[src/rtl/mux_rr_arbiter_if.sv]
`default_nettype none
// ============================================================================
// Module   : mux_rr_arbiter_if
// Brief    : Requester-bank / consumer bundle for the round-robin mux arbiter.
// Revision : 1.0
// ============================================================================
interface mux_rr_arbiter_if;
    logic [7:0] req;
    logic [7:0] in;
    logic       out_ready;
    logic [7:0] grant;
    logic [2:0] sel;
    logic       out;
    logic       out_valid;
    logic       busy;

    modport master (
        output req, in, out_ready,
        input  grant, sel, out, out_valid, busy
    );

    modport slave (
        input  req, in, out_ready,
        output grant, sel, out, out_valid, busy
    );
endinterface
`default_nettype wire

[src/rtl/mux_rr_arbiter.sv]
`default_nettype none
// ============================================================================
// Module   : mux_rr_arbiter
// Brief    : 8:1 round-robin arbiter streaming bounded bursts over valid/ready.
// Revision : 1.0
// ============================================================================
module mux_rr_arbiter #(
    parameter int BURST_MAX = 4,
    parameter int N_REQ     = 8,
    parameter int SEL_W     = 3
) (
    input  logic           clk,
    input  logic           rst_n,
    mux_rr_arbiter_if.slave bus
);

    typedef enum logic [0:0] {
        ST_IDLE = 1'b0,
        ST_BUSY = 1'b1
    } state_t;

    localparam logic [3:0]       c_last_beat = 4'(BURST_MAX - 1);
    localparam logic [N_REQ-1:0] c_one       = {{(N_REQ-1){1'b0}}, 1'b1};

    state_t            state_q, state_d;
    logic [N_REQ-1:0]  grant_q, grant_d;
    logic [SEL_W-1:0]  sel_q, sel_d;
    logic [SEL_W-1:0]  ptr_q, ptr_d;
    logic [3:0]        beat_cnt_q, beat_cnt_d;

    logic              pick_found;
    logic [SEL_W-1:0]  pick_idx;
    logic [SEL_W-1:0]  cand;
    logic              rel;

    // Scan starts at ptr and wraps naturally through the SEL_W-bit adder.
    always_comb begin
        pick_found = 1'b0;
        pick_idx   = ptr_q;
        cand       = ptr_q;
        for (int k = 0; k < N_REQ; k++) begin
            cand = ptr_q + SEL_W'(k);
            if (!pick_found && bus.req[cand]) begin
                pick_found = 1'b1;
                pick_idx   = cand;
            end
        end
    end

    always_ff @(posedge clk or negedge rst_n) begin
        if (!rst_n) begin
            state_q    <= ST_IDLE;
            grant_q    <= '0;
            sel_q      <= '0;
            ptr_q      <= '0;
            beat_cnt_q <= '0;
        end else begin
            state_q    <= state_d;
            grant_q    <= grant_d;
            sel_q      <= sel_d;
            ptr_q      <= ptr_d;
            beat_cnt_q <= beat_cnt_d;
        end
    end

    always_comb begin
        state_d    = state_q;
        grant_d    = grant_q;
        sel_d      = sel_q;
        ptr_d      = ptr_q;
        beat_cnt_d = beat_cnt_q;
        rel        = 1'b0;

        case (state_q)
            ST_IDLE: begin
                if (pick_found) begin
                    grant_d    = c_one << pick_idx;
                    sel_d      = pick_idx;
                    beat_cnt_d = '0;
                    state_d    = ST_BUSY;
                end
            end
            ST_BUSY: begin
                // A dropped request ends the grant without a transfer.
                if (!bus.req[sel_q]) begin
                    rel = 1'b1;
                end else if (bus.out_ready) begin
                    if (beat_cnt_q == c_last_beat) begin
                        rel = 1'b1;
                    end else begin
                        beat_cnt_d = beat_cnt_q + 4'd1;
                    end
                end
            end
            default: state_d = ST_IDLE;
        endcase

        // sel is left holding; the mandatory IDLE bubble re-picks it next.
        if (rel) begin
            ptr_d      = sel_q + SEL_W'(1);
            grant_d    = '0;
            beat_cnt_d = '0;
            state_d    = ST_IDLE;
        end
    end

    assign bus.grant     = grant_q;
    assign bus.sel       = sel_q;
    assign bus.out       = bus.in[sel_q];
    assign bus.out_valid = (state_q == ST_BUSY) && bus.req[sel_q];
    assign bus.busy      = (state_q == ST_BUSY);

endmodule
`default_nettype wire

[src/flat_wrapper.sv]
// flat-port wrapper written by rule: the top's interface ports become plain ports
module mux_rr_arbiter_flat 
#(
    parameter int BURST_MAX = 4,
    parameter int N_REQ     = 8,
    parameter int SEL_W     = 3
)
  (clk, rst_n, bus_req, bus_in, bus_out_ready, bus_grant, bus_sel, bus_out, bus_out_valid, bus_busy);
  mux_rr_arbiter_if bus_i ();
  input  logic clk;
  input  logic rst_n;
  input wire logic [$bits(bus_i.req)-1:0] bus_req;
  input wire logic [$bits(bus_i.in)-1:0] bus_in;
  input wire logic [$bits(bus_i.out_ready)-1:0] bus_out_ready;
  output wire logic [$bits(bus_i.grant)-1:0] bus_grant;
  output wire logic [$bits(bus_i.sel)-1:0] bus_sel;
  output wire logic [$bits(bus_i.out)-1:0] bus_out;
  output wire logic [$bits(bus_i.out_valid)-1:0] bus_out_valid;
  output wire logic [$bits(bus_i.busy)-1:0] bus_busy;
  assign bus_i.req = bus_req;
  assign bus_i.in = bus_in;
  assign bus_i.out_ready = bus_out_ready;
  assign bus_grant = bus_i.grant;
  assign bus_sel = bus_i.sel;
  assign bus_out = bus_i.out;
  assign bus_out_valid = bus_i.out_valid;
  assign bus_busy = bus_i.busy;
  mux_rr_arbiter #(.BURST_MAX(BURST_MAX), .N_REQ(N_REQ), .SEL_W(SEL_W)) u_core (.clk(clk), .rst_n(rst_n), .bus(bus_i));
endmodule
[config.mk]
export PLATFORM = sky130hd
export DESIGN_NAME = mux_rr_arbiter_flat
export DESIGN_NICKNAME = d
export VERILOG_FILES = /design/src/rtl/mux_rr_arbiter_if.sv /design/src/rtl/mux_rr_arbiter.sv /design/src/flat_wrapper.sv
export SDC_FILE = /design/constraint.sdc
export NUM_CORES = 1
export LEC_CHECK = 0
export CORE_MARGIN = 2
export CORE_UTILIZATION = 40
export CTS_CLUSTER_DIAMETER = 40
export DETAILED_ROUTE_END_ITERATION = 7
export DONT_BUFFER_PORTS = 1
export GPL_ROUTABILITY_DRIVEN = 0
export GPL_TIMING_DRIVEN = 0
export PLACE_DENSITY = 0.59
export SLEW_MARGIN = 20
export SYNTH_ARGS = -nofsm -noshare
export SYNTH_HDL_FRONTEND = slang
export SYNTH_SLANG_ARGS = --single-unit
[constraint.sdc]
create_clock -name clk -period 4.4 [get_ports clk]
set_input_delay 0.88 -clock clk [delete_from_list [all_inputs] [get_ports clk]]
set_output_delay 0.88 -clock clk [all_outputs]
set_load 0.05 [all_outputs]
==> impl_results.md, run 1 <==
* Outcome: finished clean
* Reg2reg path depth at 12
* Setup TNS at 0 ns
* First-pass GRT wire length at 7.29 mm
* Max incr delay on CP at 0.57 ns
* Most common cell after layout, fill and taps aside: nand2_1
* Startpoint types: flop
* Final Setup Violations at 0
* CP delay by family, top: multiplexers
* Buffers and inverters on the worst path at 4
* Worst-margin pin slew at 1.05 ns
* Fraction of registers with async set/reset at 100%
* Worst min path class: in -> async
* Seq cells post-synth at 19
* Mapped cell area at 1870 um^2
* Clock Tree Root: clkbuf_8
* RSZ-0062 raised after global routing: false
* FILL cells at 441
* Most used DFF post-synth: dfrtp_1
* Buffers on Ports at 0
* Initial Util at 42.1%
* Global Route Usage Sum at 17.3%
* Crit. path cell count at 12
* First-pass iteration count of the detailed router at 4
* Htree depth at 1
* Commonest cells after routing, fill and taps aside: 24 x nand2_1, 19 x dfrtp_1, 16 x mux4_2
* Slowest CP cell: mux4_2
* Chip Height at 72.4 um
* Critical path fanouts, max at 10
* Setup Crit Path Kind: reg -> reg
* Critical-path cell list: clkbuf_1, clkbuf_2, inv_1, ha_1, buf_2, mux4_2, mux2_2, nand4bb_4, o41ai_4, nor2_1, mux2i_1, o31ai_1
* CP Data Arrival Time at 4.14 ns
* Ant. Diodes at 0
* Worst EP required at 4.52 ns
* Area delta synth->final at 6.21%
* Final slew viol count at 0
* Min Tclk post-route at 4.02 ns
* CTS tree: done
* I/O pin total at 33
* CTS clk-pin slew, worst paths at 0.07 ns
* Vias in the first global route at 1498
* Rel. slew slack at 29.9%
* Site row count at 24
* Hold Buf Count CTS at 0
* Worst setup EP type: flop
* Max Freq at 249 MHz
* Syn Area/Cell at 10.4 um^2
* Post-synth EDFFs at 0
* Setup Buffers After CTS at 0
* Wire per inst at 18.2 um
* Initial DRC count at 69
* Worst Skew at 0.00309 ns
* Maxcap violations at 0
* Final hold viol count at 0
* Grt total ovfl at 0
* Pin count of the biggest net entering global routing at 20
* Post-DRT Antenna Nets at 0
* Final nets at 208
* Count of different cell masters after synthesis at 49
* Vias per cell at 6.31
* Total wire length at 4.31 mm
* Num CTS Buffers at 3
* Clock Path Buffers at 2
* Clk sinks at 19
* Initial antenna violation count at 0
* Die W at 72.4 um
* Post-DP HPWL at 3.41 mm
* Layout cells sized above 1 at 22.8%
* Final Cycle Share at 91.3%
* Vias at 1488
* Post-Syn Nets at 203
* Synthesized instance count at 180
* Synth Warn # at 0
* DRC violations left at 0
* Insertion delay to the later sink of the worst-skew pair at 0.25 ns
* Sequential area share after synthesis at 25.4%
* Resized cells post-CTS at 0
* Die Area at 5250 um^2
* Core area at 4440 um^2
-- cells in the mapped netlist, types with 2 or more instances --
master | instances | area [um^2]
nor2_1 | 9 | 33.8
nand2b_1 | 5 | 31.3
mux2_2 | 5 | 56.3
o31ai_1 | 9 | 67.6
inv_1 | 8 | 30.0
o32ai_2 | 2 | 32.5
mux2i_1 | 7 | 70.1
o21ai_0 | 6 | 30.0
ha_1 | 4 | 50.1
a21oi_1 | 5 | 25.0
nand2_1 | 24 | 90.1
dfrtp_1 | 19 | 475
mux4_2 | 16 | 360
nand3_1 | 3 | 15.0
a22o_1 | 3 | 26.3
xnor2_1 | 3 | 26.3
nor2b_1 | 2 | 12.5
buf_6 | 3 | 33.8
nand3b_1 | 2 | 15.0
clkbuf_1 | 6 | 22.5
o22a_1 | 2 | 17.5
a211oi_1 | 3 | 22.5
nor3_1 | 2 | 10.0
o21ai_1 | 7 | 35.0
-- metrics by stage --
step	std cells	setup WS [ns]	hold slack [ns]	area, um^2	util (%)
global route	236	0.0545	0.297	1990	44.8
floorplan	180	0.807	0.448	1870	-
finish	236	0.384	0.318	1990	44.8
CTS	236	0.0980	0.309	1980	44.7
detailed placement	232	0.121	0.473	1940	43.6
global placement	232	0.152	0.467	1940	43.6
-- worst reg2reg max path, stage by stage (launching register included) --
cell and delay, ns:
dfrtp_1 0.35, clkbuf_1 0.27, clkbuf_2 0.29, inv_1 0.13, ha_1 0.33, buf_2 0.26
mux4_2 0.57, mux2_2 0.35, nand4bb_4 0.31, o41ai_4 0.43, nor2_1 0.12, mux2i_1 0.36
o31ai_1 0.11
-- final cells by class --
cell class	instances	area (um^2)	area share [%]
clock buffer	3	41.3	2.08
inverter	8	30.0	1.51
clock inverter	1	5.00	0.252
tap	52	65.1	3.27
buffer	10	62.6	3.14
sequential	19	475	23.9
multi-input combinational	143	1310	65.8
-- final timing paths --
| check | start | end | slack, ns |
|---|---|---|---|
| setup reg to reg | u_core.ptr_q[1] | u_core.bus.grant[0] | 0.38 |
| setup / recovery | u_core.ptr_q[1] | u_core.bus.grant[0] | 0.38 |
| hold reg to reg | u_core.beat_cnt_q[3] | u_core.beat_cnt_q[3] | 0.49 |
| hold / removal | rst_n | u_core.beat_cnt_q[3] | 0.32 |
| min in group clk | u_core.beat_cnt_q[3] | u_core.beat_cnt_q[3] | 0.49 |
| max in group asynchronous | rst_n | u_core.bus.grant[6] | 4.01 |
-- flip-flops by register name, indices dropped and copies added, names as in the netlist --
signal / count
u_core.beat_cnt_q: 4
u_core.bus.sel: 3
u_core.bus.grant: 8
u_core.ptr_q: 3
u_core.bus.busy: 1
-- kinds of logic after synthesis --
| logic type | share of synthesized area (%) |
|---|---|
| AO/OA/AOI/OAI | 23.0 |
| buffers and inverters | 4.88 |
| multiplexers | 27.5 |
| adder cells (fa/ha/maj) | 2.67 |
| flip-flops | 25.4 |
| XOR/XNOR | 1.87 |
| AND/OR/NAND/NOR | 14.6 |
-- metal layers --
layer | global-route usage, % | wire (um)
met1 | 23.4 | 1890
met2 | 28.8 | 2140
met3 | 3.75 | 209
met4 | 3.70 | 70
met5 | 0 | 0
Power of run 1 is not shown: default switching activity piles up to over one toggle a cycle in this logic, so the estimate is an artifact.
==> run 2: changes to the inputs <==
- ABC_AREA: default -> 1
==> run 2 against run 1 <==
  * Critical endpoint is now bus_out_valid
  * First-iteration DRC count grew 35%
  * Final cell count increased by 44%
  * Sequential share of layout area shrank 0.16 points
==> impl_results.md, run 2 <==
* Outcome: finished clean
* Clk sinks at 19
* Post-DRT Antenna Nets at 0
* Critical-path cell list: buf_2, nor2_1, o32ai_1, o21ai_0, nor2_1
* Core area at 4630 um^2
* Post-synth top area cell: dfrtp_1
* Vias at 1778
* FILL cells at 503
* Hold Buf Count CTS at 0
* Synth cell count leaders: 93 x nand2_1, 32 x nand3_1, 22 x nor2_1
* Buffers on Ports at 0
* RSZ-0062 raised after global routing: false
* Worst Skew at 0.00228 ns
* Synthesized instance count at 281
* R2r startpoint: u_core.bus.sel[0]
* Clock Tree Root: clkbuf_8
* Reg area at 475 um^2
* Setup slack, reg-to-reg at 1.50 ns
* Seq cells post-synth at 19
* Die W at 72.8 um
* Initial DRC count at 93
* Multi-input gate area at 1240 um^2
* Max Freq at 289 MHz
* Initial antenna violation count at 0
* Die Area at 5290 um^2
* Vias per cell at 5.24
* First-pass iteration count of the detailed router at 4
* Min Tclk post-route at 3.46 ns
* Buffers and inverters on the worst path at 1
* Met2 routed wirelength at 2.19 mm
* Global Route Usage Sum at 18.1%
* Total wire length at 4.55 mm
* Layout cells sized above 1 at 19.3%
* Final Cycle Share at 78.6%
* Initial Util at 40.8%
* DRC violations left at 0
* Vias in the first global route at 1710
* Ant. Diodes at 0
* Startpoint types: flop
* Most used DFF post-synth: dfrtp_1
* Reg2reg end: u_core.beat_cnt_q[3]
* CTS tree: done
* Reg2reg path depth at 9
* Final nets at 309
* Worst-margin pin slew at 1.16 ns
* Area delta synth->final at 5.96%
* Mapped cell area at 1890 um^2
* Setup Crit Path Kind: reg -> out
* Insertion delay to the later sink of the worst-skew pair at 0.25 ns
* Resized cells post-CTS at 0
* Rel. slew slack at 22.4%
* I/O pin total at 33
* Final slew viol count at 0
* Max reg flops at 8
* Wl on met1 at 2.13 mm
* Most common cell after layout, fill and taps aside: nand2_1
* Synth top area share at 25.1%
* First-pass GRT wire length at 7.70 mm
* Setup WS post-layout at 0.942 ns
* Top-count cell post-synth: nand2_1
* Site row count at 25
* Wire per inst at 13.4 um
* Post-DP HPWL at 3.66 mm
* Clock Path Buffers at 2
* DP Area at 1960 um^2
* Max incr delay on CP at 0.75 ns
* Worst setup EP type: output port
* Syn Area/Cell at 6.73 um^2
* Count of different cell masters after synthesis at 36
* Worst EP required at 3.52 ns
* Pin count of the biggest net entering global routing at 20
* Most used cell along the critical path: nor2_1
* Top post-synthesis cells by area: dfrtp_1 25%, nand2_1 18%, nand3_1 8.5%, nand3_2 5.3%, nand2_2 4.6%
* CTS clk-pin slew, worst paths at 0.07 ns
* Pre-CTS WS at 1.22 ns
* Fraction of registers with async set/reset at 100%
* Post-synth EDFFs at 0
* Design Area, Final at 2000 um^2
* Post-Syn Nets at 304
* Setup Buffers After CTS at 0
* CP Data Arrival Time at 2.58 ns
* Chip Height at 72.8 um
* Grt total ovfl at 0
* Commonest cells after routing, fill and taps aside: 93 x nand2_1, 32 x nand3_1, 22 x nor2_1
* Worst min path class: in -> async
* Synth Warn # at 0
* Maxcap violations at 0
* Htree depth at 1
* Sequential area share after synthesis at 25.1%
* CP delay by family, top: simple AND/OR/NAND/NOR gates
* Final Setup Violations at 0
* Num CTS Buffers at 3
* Final hold viol count at 0
* Slowest CP cell: nor2_1
* Met3 WL at 172 um
* Setup TNS at 0 ns
* Critical path fanouts, max at 10
* Top Layer Used: met4
[run 2: how the worst max path moves through the flow]
stage / start / cells past startpoint / end
2_1_floorplan: u_core.bus.sel[0] / 5 / bus_out
3_3_place_gp: u_core.bus.sel[0] / 5 / bus_out_valid
3_5_place_dp: u_core.bus.sel[0] / 5 / bus_out_valid
4_1_cts: u_core.bus.sel[0] / 5 / bus_out_valid
5_1_grt: u_core.bus.sel[0] / 5 / bus_out_valid
6_report: u_core.bus.sel[0] / 5 / bus_out_valid
[run 2: worst register-to-register path, cell delays in order (launching register included)]
cell and delay [ns]:
dfrtp_1 0.70, buf_2 0.32, nor2_1 0.06, o32ai_1 0.36, o21ai_0 0.13, nor2_1 0.75, nand2_1 0.16, o31ai_2 0.13
inv_2 0.08, a31oi_1 0.13
[run 2: cell families (layout without fill, tap and decap cells)]
logic type	after synthesis	in the layout	share of synthesized area (%)
AND/OR/NAND/NOR	186	186	49.0
buffers and inverters	35	39	9.20
AO/OA/AOI/OAI	32	32	11.2
flip-flops	19	19	25.1
adder cells (fa/ha/maj)	4	4	2.65
XOR/XNOR	4	4	2.25
multiplexers	1	1	0.529
[run 2: layout make-up]
| cell class | instances | share of cell area, % |
|---|---|---|
| tap | 54 | 3.37 |
| clock buffer | 4 | 2.25 |
| sequential | 19 | 23.7 |
| inverter | 28 | 5.75 |
| multi-input combinational | 227 | 62.0 |
| buffer | 7 | 2.94 |
[run 2: metrics by stage]
| step | util, % | hold WS [ns] | std cells |
|---|---|---|---|
| final | 43.3 | 0.314 | 339 |
| after global routing | 43.3 | 0.304 | 339 |
| after CTS | 43.3 | 0.312 | 339 |
| after detailed placement | 42.3 | 0.489 | 335 |
| after global placement | 42.3 | 0.486 | 335 |
| after floorplan | - | 0.459 | 281 |
[run 2: per-layer routing]
metal	vias to the layer above	track usage (%)
met5	-	0
met4	0	4.53
met3	6	1.80
met2	33	31.1
met1	809	24.4
li1	930	-
Power of run 2 is left out for the same reason.
==> run 3: changes to the inputs <==
- clock period: 4.4 -> 3.3 ns (I/O delays scaled with it)
==> run 3 against run 2 <==
  * Global-route usage stayed put
  * Highest routed layer unchanged
  * Via count stayed put
  * Worst setup slack worse by 0.81 ns
  * Final cell count stayed put
  * Clock skew hardly changed
  * Final area is 0.12% higher
  * Clock-buffer cell count stayed put
  * Routed wire length hardly changed
  * Register-to-register slack worse by 1.0 ns
==> impl_results.md, run 3 (same netlist as run 2, synthesis figures left out) <==
* Grt total ovfl at 0
* Die W at 72.8 um
* Pin count of the biggest net entering global routing at 20
* Worst-margin pin slew at 1.16 ns
* Worst Skew at 0.00229 ns
* Multi-input gate area at 1240 um^2
* Num CTS Buffers at 3
* Clk sinks at 19
* Most common cell after layout, fill and taps aside: nand2_1
* Critical Path Source: u_core.bus.sel[0]
* Area delta synth->final at 6.09%
* Layout cells sized above 1 at 19.6%
* Setup Crit Path Kind: reg -> out
* Initial antenna violation count at 0
* Wire per inst at 13.4 um
* Commonest cells after routing, fill and taps aside: 93 x nand2_1, 32 x nand3_1, 21 x nor2_1
* Max reg flops at 8
* CTS clk-pin slew, worst paths at 0.07 ns
* Ant. Diodes at 0
* Final Cycle Share at 96.0%
* Max Freq at 316 MHz
* Buffers on Ports at 0
* Min Tclk post-route at 3.17 ns
* Outcome: finished clean
* CP Data Arrival Time at 2.51 ns
* Clock Tree Root: clkbuf_8
* Setup Buffers After CTS at 0
* DRC violations left at 0
* Vias at 1778
* Final Setup Violations at 0
* Maxcap violations at 0
* Post-DP HPWL at 3.66 mm
* Clock Path Buffers at 2
* Chip Height at 72.8 um
* I/O pin total at 33
* Site row count at 25
* First-pass iteration count of the detailed router at 4
* First-pass GRT wire length at 7.70 mm
* Rel. slew slack at 22.4%
* Die Area at 5290 um^2
* Reg area at 475 um^2
* Worst EP required at 2.64 ns
* Vias per cell at 5.24
* Final hold viol count at 0
* Htree depth at 1
* Initial Util at 40.8%
* Critical path fanouts, max at 10
* Final slew viol count at 0
* Vias in the first global route at 1710
* Total wire length at 4.55 mm
* Worst setup EP type: output port
* Startpoint types: flop
* RSZ-0062 raised after global routing: false
* Worst min path class: in -> async
* R2r startpoint: u_core.ptr_q[1]
* Insertion delay to the later sink of the worst-skew pair at 0.25 ns
* Global Route Usage Sum at 18.1%
* Initial DRC count at 93
* Setup TNS at 0 ns
* Post-DRT Antenna Nets at 0
* CTS tree: done
* Core area at 4630 um^2
* FILL cells at 502
* Final nets at 309
==> run 3: cell counts in the layout (fill, tap and decap cells not counted) <==
Identical to the previous run, type by type.
==> run 3: what timing repair did <==
item,in CTS,in global routing
hold endpoints to repair,0,0
endpoints found under the setup margin,0,1
resized for setup,0,1
hold buffers,0,0
==> run 3: worst max-delay path, stage by stage, from the launching register on <==
cell	delay, ns
dfrtp_1	0.70
buf_2	0.32
nor2_1	0.07
o32ai_1	0.26
nor2_1	0.06
a31oi_1	0.84
==> run 3: layer usage <==
| metal | track usage, % | up-vias | wire length (um) |
|---|---|---|---|
| li1 | - | 930 | - |
| met1 | 24.4 | 809 | 2130 |
| met2 | 31.1 | 33 | 2190 |
| met3 | 1.80 | 6 | 172 |
| met4 | 4.53 | 0 | 54 |
| met5 | 0 | - | 0 |
==> run 3: cell type report <==
| class | count | share of cell area, % |
|---|---|---|
| multi-input combinational | 227 | 62.0 |
| sequential | 19 | 23.7 |
| inverter | 28 | 5.74 |
| tap | 54 | 3.37 |
| buffer | 7 | 2.93 |
| clock buffer | 4 | 2.25 |
==> run 3: worst paths after layout <==
| kind | depth (start not counted) | to | slack, ns |
|---|---|---|---|
| min in group clk | 1 | u_core.beat_cnt_q[3] | 0.50 |
| setup reg to reg | 19 | u_core.bus.grant[5] | 0.46 |
| setup / recovery | 5 | bus_out | 0.13 |
| hold / removal | 0 | u_core.bus.grant[5] | 0.09 |
| hold reg to reg | 1 | u_core.beat_cnt_q[3] | 0.50 |
| max in group asynchronous | 0 | u_core.ptr_q[0] | 3.13 |
==> run 3: stage by stage <==
stage	instances	instance area [um^2]	setup WS [ns]	hold slack [ns]	utilization (%)
final	339	2010	0.133	0.0945	43.3
after global routing	339	2010	0.0359	0.0840	43.3
after CTS	339	2000	0.0573	0.0917	43.3
after detailed placement	335	1960	0.344	0.365	42.3
after global placement	335	1960	0.322	0.365	42.3
after floorplan	281	1890	0.558	0.364	-
Power of run 3 is left out for the same reason.
